File: src/rtl/apb_pkg.sv
// Shared APB types and default widths for the multi-slave APB master bridge.
package apb_pkg;

  typedef enum logic [1:0] {
    IDLE   = 2'd0,
    SETUP  = 2'd1,
    ENABLE = 2'd2
  } apb_master_state_t;

  typedef struct packed {
    logic addr_err;
    logic tout_err;
    logic slv_err;
  } apb_xfer_err_t;

  localparam int APB_DEF_ADDR_WIDTH = 8;
  localparam int APB_DEF_DATA_WIDTH = 32;
  localparam int APB_DEF_NUM_SLAVES = 4;

endpackage

File: src/rtl/apb_wait_timer.sv
// Counts consecutive wait-state cycles; pulses expired on the cycle the limit is hit.
module apb_wait_timer #(
  parameter int TIMEOUT_CYCLES = 16
) (
  input  logic i_clk,
  input  logic i_rst_n,
  input  logic i_clear,
  input  logic i_en,
  output logic o_expired
);

  localparam int CW = (TIMEOUT_CYCLES == 0) ? 1 : $clog2(TIMEOUT_CYCLES + 1);
  localparam logic [CW-1:0] LAST = CW'((TIMEOUT_CYCLES == 0) ? 0 : TIMEOUT_CYCLES - 1);
  localparam logic [CW-1:0] MAX  = CW'(TIMEOUT_CYCLES);

  logic [CW-1:0] r_cnt;

  // Saturates at the limit so the counter never wraps.
  always_ff @(posedge i_clk or negedge i_rst_n) begin
    if (!i_rst_n)                  r_cnt <= '0;
    else if (i_clear)              r_cnt <= '0;
    else if (i_en && r_cnt != MAX) r_cnt <= r_cnt + CW'(1);
  end

  // Combinational so the abort lands right after the limiting wait cycle.
  assign o_expired = (TIMEOUT_CYCLES != 0) && i_en && (r_cnt == LAST);

endmodule

File: src/rtl/apb_master_nslv.sv
// Request/response to APB bridge for NUM_SLAVES slaves with decode, slave-error and timeout reporting.
module apb_master_nslv
  import apb_pkg::*;
#(
  parameter int ADDR_WIDTH     = APB_DEF_ADDR_WIDTH,
  parameter int DATA_WIDTH     = APB_DEF_DATA_WIDTH,
  parameter int NUM_SLAVES     = APB_DEF_NUM_SLAVES,
  parameter int SLV_ADDR_WIDTH = 2,
  parameter int TIMEOUT_CYCLES = 16
) (
  input  logic                             PCLK,
  input  logic                             PRESETn,
  input  logic                             req_valid,
  output logic                             req_ready,
  input  logic                             req_write,
  input  logic [ADDR_WIDTH-1:0]            req_addr,
  input  logic [DATA_WIDTH-1:0]            req_wdata,
  output logic                             rsp_valid,
  output logic [DATA_WIDTH-1:0]            rsp_rdata,
  output logic [2:0]                       rsp_err,
  output logic [ADDR_WIDTH-1:0]            PADDR,
  output logic [DATA_WIDTH-1:0]            PWDATA,
  output logic                             PWRITE,
  output logic [NUM_SLAVES-1:0]            PSEL,
  output logic                             PENABLE,
  input  logic [NUM_SLAVES*DATA_WIDTH-1:0] PRDATA,
  input  logic [NUM_SLAVES-1:0]            PREADY,
  input  logic [NUM_SLAVES-1:0]            PSLVERR
);

  apb_master_state_t r_state, w_next;

  logic                      r_req_ready;
  logic                      r_rsp_valid;
  logic [DATA_WIDTH-1:0]     r_rsp_rdata;
  apb_xfer_err_t             r_rsp_err;
  logic [ADDR_WIDTH-1:0]     r_paddr;
  logic [DATA_WIDTH-1:0]     r_pwdata;
  logic                      r_pwrite;
  logic [NUM_SLAVES-1:0]     r_psel;
  logic                      r_penable;
  logic [SLV_ADDR_WIDTH-1:0] r_idx;

  logic [SLV_ADDR_WIDTH-1:0] w_idx;
  logic                      w_idx_ok;
  logic [NUM_SLAVES-1:0]     w_onehot;
  logic                      w_acc;
  logic                      w_pready;
  logic                      w_pslverr;
  logic [DATA_WIDTH-1:0]     w_prdata;
  logic                      w_expired;

  assign w_idx    = req_addr[ADDR_WIDTH-1 -: SLV_ADDR_WIDTH];
  assign w_idx_ok = ({1'b0, w_idx} < (SLV_ADDR_WIDTH + 1)'(NUM_SLAVES));
  assign w_acc    = req_valid && r_req_ready;

  for (genvar g = 0; g < NUM_SLAVES; g++) begin : g_dec
    assign w_onehot[g] = (w_idx == SLV_ADDR_WIDTH'(g));
  end

  // Only the selected slave's response lines are looked at.
  always_comb begin
    w_pready  = 1'b0;
    w_pslverr = 1'b0;
    w_prdata  = '0;
    for (int i = 0; i < NUM_SLAVES; i++) begin
      if (r_idx == SLV_ADDR_WIDTH'(i)) begin
        w_pready  = PREADY[i];
        w_pslverr = PSLVERR[i];
        w_prdata  = PRDATA[i*DATA_WIDTH +: DATA_WIDTH];
      end
    end
  end

  apb_wait_timer #(.TIMEOUT_CYCLES(TIMEOUT_CYCLES)) u_timer (
    .i_clk     (PCLK),
    .i_rst_n   (PRESETn),
    .i_clear   (w_acc && w_idx_ok),
    .i_en      ((r_state == ENABLE) && !w_pready),
    .o_expired (w_expired)
  );

  always_comb begin
    w_next = r_state;
    case (r_state)
      IDLE:    if (w_acc && w_idx_ok) w_next = SETUP;
      SETUP:   w_next = ENABLE;
      ENABLE:  if (w_pready || w_expired) w_next = IDLE;
      default: w_next = IDLE;
    endcase
  end

  always_ff @(posedge PCLK or negedge PRESETn) begin
    if (!PRESETn) r_state <= IDLE;
    else          r_state <= w_next;
  end

  always_ff @(posedge PCLK or negedge PRESETn) begin
    if (!PRESETn) begin
      r_req_ready <= 1'b0;
      r_rsp_valid <= 1'b0;
      r_rsp_rdata <= '0;
      r_rsp_err   <= '0;
      r_paddr     <= '0;
      r_pwdata    <= '0;
      r_pwrite    <= 1'b0;
      r_psel      <= '0;
      r_penable   <= 1'b0;
      r_idx       <= '0;
    end else begin
      r_req_ready <= (w_next == IDLE);
      r_rsp_valid <= 1'b0;
      r_rsp_rdata <= '0;
      r_rsp_err   <= '0;
      case (r_state)
        IDLE: if (w_acc) begin
          if (w_idx_ok) begin
            r_paddr  <= req_addr;
            r_pwdata <= req_wdata;
            r_pwrite <= req_write;
            r_idx    <= w_idx;
            r_psel   <= w_onehot;
          end else begin
            r_rsp_valid        <= 1'b1;
            r_rsp_err.addr_err <= 1'b1;
          end
        end
        SETUP: r_penable <= 1'b1;
        ENABLE: if (w_pready || w_expired) begin
          r_psel      <= '0;
          r_penable   <= 1'b0;
          r_rsp_valid <= 1'b1;
          // A completing slave beats a timeout expiring in the same cycle.
          if (w_pready) begin
            r_rsp_err.slv_err <= w_pslverr;
            if (!r_pwrite && !w_pslverr) r_rsp_rdata <= w_prdata;
          end else begin
            r_rsp_err.tout_err <= 1'b1;
          end
        end
        default: ;
      endcase
    end
  end

  assign req_ready = r_req_ready;
  assign rsp_valid = r_rsp_valid;
  assign rsp_rdata = r_rsp_rdata;
  assign rsp_err   = r_rsp_err;
  assign PADDR     = r_paddr;
  assign PWDATA    = r_pwdata;
  assign PWRITE    = r_pwrite;
  assign PSEL      = r_psel;
  assign PENABLE   = r_penable;

endmodule
File: config.mk
export PLATFORM = sky130hd
export DESIGN_NAME = apb_master_nslv
export DESIGN_NICKNAME = d
export VERILOG_FILES = /design/src/rtl/apb_pkg.sv /design/src/rtl/apb_wait_timer.sv /design/src/rtl/apb_master_nslv.sv
export SDC_FILE = /design/constraint.sdc
export NUM_CORES = 1
export LEC_CHECK = 0
export CORE_MARGIN = 1.5
export CORE_UTILIZATION = 35
export CTS_CLUSTER_SIZE = 10
export DETAILED_ROUTE_END_ITERATION = 8
export GPL_ROUTABILITY_DRIVEN = 0
export PLACE_DENSITY = 0.79
export SKIP_LAST_GASP = 1
export SYNTH_ARGS = -nofsm -noshare
export SYNTH_HDL_FRONTEND = slang
export SYNTH_HIERARCHICAL = 1
export SYNTH_SLANG_ARGS = --single-unit
File: constraint.sdc
create_clock -name PCLK -period 4 [get_ports PCLK]
set_input_delay 0.8 -clock PCLK [delete_from_list [all_inputs] [get_ports PCLK]]
set_output_delay 0.8 -clock PCLK [all_outputs]
set_load 0.005 [all_outputs]
Word-level counts from Yosys, hierarchy flattened

Cells that the tools add are included.

$add $sub $neg: 1
Equal/unequal tests: 12
Mux-type cells: 32
Reduce and logical (&&, ||, !) cells: 19

Operator list:

| cell                  | number |
|---|---|
| $mux W32              | 8 |
| $mux W1               | 13 |
| $eq A2 B2 Y1 const B  | 5 |
| $mux W5               | 2 |
| $logic_not A2 Y1      | 4 |
| $mux W2               | 4 |
| $mux W4               | 2 |
| $pmux W4 S2           | 1 |
| $eq A2 B1 Y1 const B  | 3 |
| $pmux W2 S3           | 1 |
| $reduce_bool A2 Y1    | 3 |
| $add A5 B1 Y5 const B | 1 |
| $eq A5 B4 Y1 const B  | 1 |
| $logic_and A1 B1 Y1   | 5 |
| $ne A5 B5 Y1 const B  | 1 |
| $ne A2 B1 Y1 const B  | 2 |
| $reduce_and A2 Y1     | 2 |
| $logic_not A1 Y1      | 3 |
| $reduce_and A3 Y1     | 1 |
| $pmux W1 S2           | 1 |
| $logic_or A1 B1 Y1    | 1 |

Register bits after elaboration: 91
Input bits: 180
Output and inout bits: 83
Logic and storage cells: 77

Longest topological paths before layout

Gate-level depths: netlist (run 1).

Depth after elaboration: 12
Mapped depth: 6
Mapped depth without buffers: 6

Modules after synthesis

Netlist (run 1), hierarchy kept.

Modules (own cells, without submodules):

| module          | times used | cells each | area an instance (um2) | sequential area each (um2) |
|---|---|---|---|---|
| apb_master_nslv | 1          | 332        | 4,176.5                | 2,102.0 |
| apb_wait_timer  | 1          | 31         | 299.0                  | 125.1 |

Worst setup path after synthesis (run 1)

Ideal clock, no wire load.

Path type: input to register
From: input PREADY[3]
To: register u_timer.r_cnt[0]
Library setup time: 0.125 ns
Arrival: 2.122 ns
Data required time: 3.875 ns
Setup slack: 1.753 ns
Stages on the path: 4
Path buffers: 0
Path through: mux4_2 -> nor2_1 -> o31a_1 -> mux2_4

Word-level cells in the longest chain between the ends: 5

RTL lines:

| element                      | line                  | RTL |
|---|---|---|
| start, declared              | apb_master_nslv.sv:27 | `input logic [NUM_SLAVES-1:0] PREADY,` |
| $mux W1                      | apb_master_nslv.sv:67 | `if (r_idx == SLV_ADDR_WIDTH'(i)) begin` |
| $logic_not A1 Y1             | apb_master_nslv.sv:79 | `.i_en ((r_state == ENABLE) && !w_pready),` |
| $logic_and A1 B1 Y1          | apb_master_nslv.sv:79 |  |
| $logic_and A1 B1 Y1          | apb_wait_timer.sv:22  | `else if (i_en && r_cnt != MAX) r_cnt <= r_cnt + CW'(1);` |
| $reduce_bool A2 Y1 (no line) | -                     |  |
| end signal, assigned         | apb_wait_timer.sv:22  |  |
| end, declared                | apb_wait_timer.sv:16  | `logic [CW-1:0] r_cnt;` |

Every way passes these cells.
A chain may end at the register's enable or synchronous reset.

Worst setup path after layout (run 1)

From: input PREADY[3]
To: register r_psel[3] (netlist: PSEL[3])

Word-level cells in the longest chain between the ends: 7

RTL lines:

| element                     | line                   | RTL |
|---|---|---|
| $mux W1                     | apb_master_nslv.sv:67  |  |
| $logic_not A1 Y1            | apb_master_nslv.sv:79  |  |
| $logic_and A1 B1 Y1         | apb_master_nslv.sv:79  |  |
| $logic_and A1 B1 Y1         | apb_wait_timer.sv:26   | `assign o_expired = (TIMEOUT_CYCLES != 0) && i_en && (r_cnt == LAST);` |
| via w_expired               | apb_master_nslv.sv:51  | `logic w_expired;` |
| $logic_or A1 B1 Y1          | apb_master_nslv.sv:129 | `ENABLE: if (w_pready \|\| w_expired) begin` |
| $ne A2 B1 Y1 (no line)      | -                      |  |
| $reduce_and A3 Y1 (no line) | -                      |  |
| end signal, assigned        | apb_master_nslv.sv:122 | `r_psel <= w_onehot;` |
| end, declared               | apb_master_nslv.sv:40  | `logic [NUM_SLAVES-1:0] r_psel;` |

The timed path passes the listed nets, and every way through them passes these cells.

==> results of run 1 <==
## critical path, cell delays in order
cell and delay [ns]:
clkdlybuf4s50_1 0.41, mux4_2 0.58, nor2_1 0.33, and2_1 0.24, o21ai_2 0.13, a31o_2 0.28
## cells in the mapped netlist (all sizes together) (2+ instances only)
master / count
buf: 19
mux2i: 5
nor2: 8
dfrtp: 89
inv: 6
ha: 3
nand2b: 4
nor4b: 2
a31o: 4
clkbuf: 5
and2: 3
mux4: 33
mux2: 2
nor3b: 31
nand2: 129
## registers in the layout, indices dropped and copies added (netlist names), 2 cells and up
register and count:
PADDR 6, PSEL 4, PWDATA 32, r_idx 2
r_state 2, rsp_err 2, rsp_rdata 32, u_timer/r_cnt 5
## final timing paths
path | startpoint | endpoint | cells past startpoint
setup / recovery | PREADY[3] | PSEL[3]$_DFFE_PN0P_ | 6
hold / removal | PWDATA[6]$_DFFE_PN0P_ | PWDATA[6]$_DFFE_PN0P_ | 2
setup reg to reg | r_idx[1]$_DFFE_PN0P_ | PSEL[3]$_DFFE_PN0P_ | 5
hold reg to reg | PWDATA[6]$_DFFE_PN0P_ | PWDATA[6]$_DFFE_PN0P_ | 2
max in group asynchronous | PRESETn | rsp_rdata[24]$_DFF_PN0_ | 2
min in group asynchronous | PRESETn | rsp_rdata[28]$_DFF_PN0_ | 1
## logic make-up after synthesis
kind of cell	synth area share, %
compound gates	2.60
xor+xnor	0.196
fa+ha+maj	0.839
buf+inv	4.64
flops	49.8
mux	18.8
other cells	0.0838
simple gates	23.1
## layer usage
layer	wire [um]	track usage (%)	vias to the layer above
li1	-	-	1761
met1	4790	21.1	1868
met2	6980	35.0	171
met5	0	0	-
met3	1330	6.12	21
met4	298	7.97	0
## through the flow
stage	worst slack, ns	util [%]
floorplan	1.75	-
global placement	1.17	57.1
detailed placement	1.11	57.1
CTS	1.44	59.3
global route	1.28	59.3
finish	1.46	59.3
## cell usage in the layout, fill, tap and decap left out, types with 2 or more instances in the layout
cell type and count:
a31o_2 4, and2_1 3, buf_4 7, clkbuf_16 9, clkdlybuf4s50_1 260, clkinv_2 2
clkinvlp_4 2, dfrtp_1 88, ha_1 3, inv_1 6, mux2_4 2, mux2i_1 5
mux4_1 5, mux4_2 28, nand2_1 129, nand2b_1 4, nor2_1 7, nor3b_2 30
nor4b_1 2
## final cells by class
class | instances | area [sq um]
Inverter | 7 | 26.3
Fill cell | 1029 | 5120
Clock inverter | 6 | 42.5
Multi-Input combinational cell | 243 | 2050
Timing Repair Buffer | 267 | 2660
Tap cell | 172 | 215
Clock buffer | 10 | 239
Sequential cell | 89 | 2230
## power breakdown
group	switching (mW)	internal [mW]
logic	0.792	1.13
clock network	0.356	0.439
registers	0.204	1.18
==> flow_metrics.py, run 1 <==
metrics = {
    "status": {
        "status": "finished clean",
    },
    "floorplanning": {
        "fp.dieH_um": 116,
        "design.core.area_sq_um": 12600,
        "num_rows": 41,
        "fp.dieW_um": 116,
        "start_util_pct": 35.6,
        "die_area_sq_um": 13500,
        "pin_count": 263,
    },
    "timing": {
        "max_freq_mhz": 393,
        "skew_ns": 0.00706,
        "slew_headroom_pct": 21.4,
        "finalCritPeriodShare_pct": 63.6,
        "setup_tns_ns": 0,
        "maxSlewViolCount": 0,
        "worstMarginPinSlew_ns": 1.17,
        "hold_violations": 0,
        "period_minus_slack_ns": 2.54,
        "hold_slack_ns": 0.473,
        "setup_violations": 0,
        "rsz0062_at_grt": "false",
    },
    "global_routing": {
        "grt_pass1_wl_mm": 19.9,
        "grt_pass1_vias": 4019,
        "antenna_found_initial": 0,
        "grt_max_degree": 74,
        "gr-total-overflow": 0,
        "track_usage_pct": 19.4,
    },
    "final_layout": {
        "fin_cells": 794,
        "area_delta_synth_final_pct": 66.5,
        "drive_above_1_share_pct": 15.0,
        "num_antenna_cells": 0,
        "final_cell_area_sq_um": 7450,
        "final_nets": 800,
    },
    "logic_synthesis": {
        "syn_inst": 363,
        "yosysTopAreaCell": "dfrtp_1",
        "synth-edff-count": 0,
        "synth_cell_types": 41,
        "synthArstFlopShare_pct": 100,
        "synth_top_area_share_pct": 49.8,
        "ys_top_cells_by_area": "dfrtp_1, mux4_2, nand2_1, nor3b_2, mux4_1",
        "ys.flop_type": "dfrtp_1",
        "yosysWarnings": 6,
        "avgSynthCellArea_sq_um": 12.3,
        "syn_nets": 546,
        "ys_seq_elements": 89,
        "synth_area_sq_um": 4480,
        "yosysSeqAreaShare_pct": 49.8,
    },
    "pwr": {
        "fin_total_pwr_mw": 4.10,
        "p_per_area_nw_per_um2": 550,
        "ir_drop_v": 0.000316,
        "power.leakage_nw": 3.14,
    },
    "clocking": {
        "cts_tree": "done",
        "cts_buffer_depth": 2,
        "postCtsHoldBufs": 0,
        "post-cts-setup-buffers": 0,
        "clk_latency_ns": 0.33,
        "cts.clk_slew.worst_paths_ns": 0.06,
        "post_cts_resized": 0,
        "root_buffer": "clkbuf_16",
        "cts.sinks": 89,
        "cts_buffers": 9,
        "cts_max_level": 3,
    },
    "setup_path": {
        "cp-end-kind": "flip-flop",
        "crit_type": "in -> reg",
        "r2r_slack_ns": 1.66,
        "crit_path_max_fanout": 7,
        "cp.required_ns": 4.22,
        "arrival_ns": 2.77,
        "start_kind": "input port",
    },
    "place": {
        "dpl_cell_area_sq_um": 7170,
        "place_inst": 778,
        "hpwl_mm": 10.2,
        "port_buffers": 261,
    },
    "routing": {
        "drt-initial-drc-count": 110,
        "vias": 3821,
        "wirelength_mm": 13.4,
        "viasPerCell": 4.81,
        "firstDrtPassIters": 4,
        "drt.antenna.violating_nets": 0,
        "drc": 0,
        "wl_per_cell_um": 16.9,
    },
    "job": {
        "max_cap_viol_count": 0,
    },
    "worst_hold_path": {
        "hold_path_class": "reg -> reg",
    },
}
(Power assumes the default switching activity.)
==> run 2: changes to the inputs <==
--- a/config.mk
+++ b/config.mk
@@ -10,7 +10,7 @@
 export CTS_CLUSTER_SIZE = 10
 export DETAILED_ROUTE_END_ITERATION = 8
 export GPL_ROUTABILITY_DRIVEN = 0
-export PLACE_DENSITY = 0.79
+export PLACE_DENSITY = 0.82
 export SKIP_LAST_GASP = 1
 export SYNTH_ARGS = -nofsm -noshare
 export SYNTH_HDL_FRONTEND = slang
==> constraint.sdc (replaced) <==
create_clock -name PCLK -period 2.3 [get_ports PCLK]
set_input_delay 0.46 -clock PCLK [delete_from_list [all_inputs] [get_ports PCLK]]
set_output_delay 0.46 -clock PCLK [all_outputs]
set_load 0.005 [all_outputs]
==> flow_metrics.py, run 2 (synthesis results as in run 1) <==
metrics = {
    "clocking": {
        "root_buffer": "clkbuf_16",
        "cts_buffers": 9,
        "clk_latency_ns": 0.33,
        "cts_tree": "done",
        "cts.sinks": 89,
        "postCtsHoldBufs": 0,
        "cts.clk_slew.worst_paths_ns": 0.06,
        "post-cts-setup-buffers": 0,
        "cts_max_level": 3,
        "post_cts_resized": 0,
        "cts_buffer_depth": 2,
    },
    "floorplanning": {
        "fp.dieH_um": 116,
        "fp.dieW_um": 116,
        "start_util_pct": 35.6,
        "num_rows": 41,
        "design.core.area_sq_um": 12600,
        "die_area_sq_um": 13500,
        "pin_count": 263,
    },
    "routing": {
        "viasPerCell": 4.78,
        "vias": 3820,
        "drt-initial-drc-count": 91,
        "wirelength_mm": 13.6,
        "firstDrtPassIters": 4,
        "drc": 0,
        "wl_per_cell_um": 17.1,
        "drt.antenna.violating_nets": 0,
    },
    "timing": {
        "setup_tns_ns": 0,
        "maxSlewViolCount": 0,
        "rsz0062_at_grt": "false",
        "slew_headroom_pct": 65.8,
        "hold_violations": 0,
        "setup_violations": 0,
        "period_minus_slack_ns": 2.07,
        "skew_ns": 0.00496,
        "max_freq_mhz": 484,
        "finalCritPeriodShare_pct": 89.9,
        "worstMarginPinSlew_ns": 0.513,
    },
    "global_routing": {
        "gr-total-overflow": 0,
        "track_usage_pct": 19.8,
        "grt_pass1_wl_mm": 20.4,
        "antenna_found_initial": 0,
        "grt_pass1_vias": 4013,
        "grt_max_degree": 55,
    },
    "setup_path": {
        "worst_r2r_path_depth": 5,
        "start_kind": "flip-flop",
        "cp.required_ns": 1.84,
        "reg2reg_from": "r_idx[0]$_DFFE_PN0P_",
        "timing.critical_path.to": "PADDR[6]",
        "crit_path_max_incr_delay_ns": 0.56,
        "critical-path-top-delay-family": "buffers and inverters",
        "path_depth": 2,
        "crit_chain": "buf_12, clkdlybuf4s50_1",
        "arrival_ns": 1.61,
        "setup.worst_path.start": "r_idx[0]$_DFFE_PN0P_",
        "critPathSlowestCell": "clkdlybuf4s50_1",
        "path_buf_inv": 2,
        "r2r_slack_ns": 0.38,
        "reg2reg_to": "PSEL[1]$_DFFE_PN0P_",
        "crit_path_max_fanout": 38,
        "crit_type": "reg -> out",
        "cp-end-kind": "primary output",
    },
    "final_layout": {
        "final_nets": 805,
        "fin_cells": 799,
        "area_delta_synth_final_pct": 69.4,
        "n_fill_cell": 1010,
        "fin_util_pct": 60.3,
        "final_common_cell": "clkdlybuf4s50_1",
        "multi_input_area_sq_um": 2050,
        "area.sequential_sq_um": 2230,
        "drive_above_1_share_pct": 15.6,
        "final_cell_area_sq_um": 7580,
        "final_cell_mix": "clkdlybuf4s50_1, nand2_1, dfrtp_1",
        "num_antenna_cells": 0,
    },
    "pwr": {
        "fin_total_pwr_mw": 7.39,
        "p_per_area_nw_per_um2": 975,
        "ir_drop_v": 0.000543,
        "power.leakage_nw": 3.20,
    },
    "place": {
        "port_buffers": 261,
        "hpwl_mm": 10.5,
        "dpl_cell_area_sq_um": 7270,
        "place_inst": 783,
    },
    "status": {
        "status": "finished clean",
    },
    "worst_hold_path": {
        "hold_path_class": "in -> async",
    },
    "job": {
        "max_cap_viol_count": 0,
    },
}
## run 2: cell count changes in the layout (fill, tap and decap cells not counted), sizes merged
cell,previous run,this run
clkinv,4,3
inv,7,6
clkbuf,10,12
buf,7,12
clkinvlp,2,1
bufinv,0,1
## run 2: worst min path at each step
stage               startpoint  slack, ns  cells after the start               endpoint
floorplan              PRESETn       0.16                      0   PADDR[0]$_DFFE_PN0P_
global placement       PRESETn       0.44                      1  PWDATA[9]$_DFFE_PN0P_
detailed placement     PRESETn       0.45                      1  PWDATA[4]$_DFFE_PN0P_
CTS                    PRESETn       0.09                      1  PWDATA[4]$_DFFE_PN0P_
global route           PRESETn       0.12                      1  PWDATA[9]$_DFFE_PN0P_
finish                 PRESETn       0.08                      1  PWDATA[9]$_DFFE_PN0P_
## run 2: area by class of cell
type / instances / area share (%)
Clock inverter: 4 / 0.677
Inverter: 7 / 0.347
Multi-Input combinational cell: 243 / 27.0
Sequential cell: 89 / 29.4
Tap cell: 172 / 2.84
Timing Repair Buffer: 272 / 36.3
Clock buffer: 12 / 3.38
## run 2: metal layers
| layer | routed length [um] | GRT usage, % | share of wire (%) | up-vias |
|---|---|---|---|---|
| met5 | 0 | 0 | 0 | - |
| met4 | 262 | 7.89 | 1.9 | 0 |
| met2 | 6960 | 35.4 | 51 | 184 |
| li1 | - | - | - | 1770 |
| met3 | 1450 | 5.96 | 11 | 18 |
| met1 | 4950 | 22.0 | 36 | 1848 |
## run 2: worst reg2reg max path: cells and delay by family (launching register included)
family,cells,cell delay [ns]
mux,1,0.57
simple gates,2,0.44
compound gates,2,0.39
flops,1,0.41
## run 2: report_power, final
group / switching, mW / internal [mW] / total, mW
Sequential: 0.290 / 2.05 / 2.34
Clock: 0.603 / 0.902 / 1.51
Combinational: 1.48 / 2.07 / 3.54
Total: 2.37 / 5.02 / 7.39
## run 2: stage by stage
step / setup slack [ns] / hold WS (ns)
floorplan: 0.393 / 0.164
global placement: -0.0142 / 0.442
detailed placement: -0.0716 / 0.448
CTS: 0.193 / 0.0882
global route: 0.151 / 0.121
finish: 0.232 / 0.0807
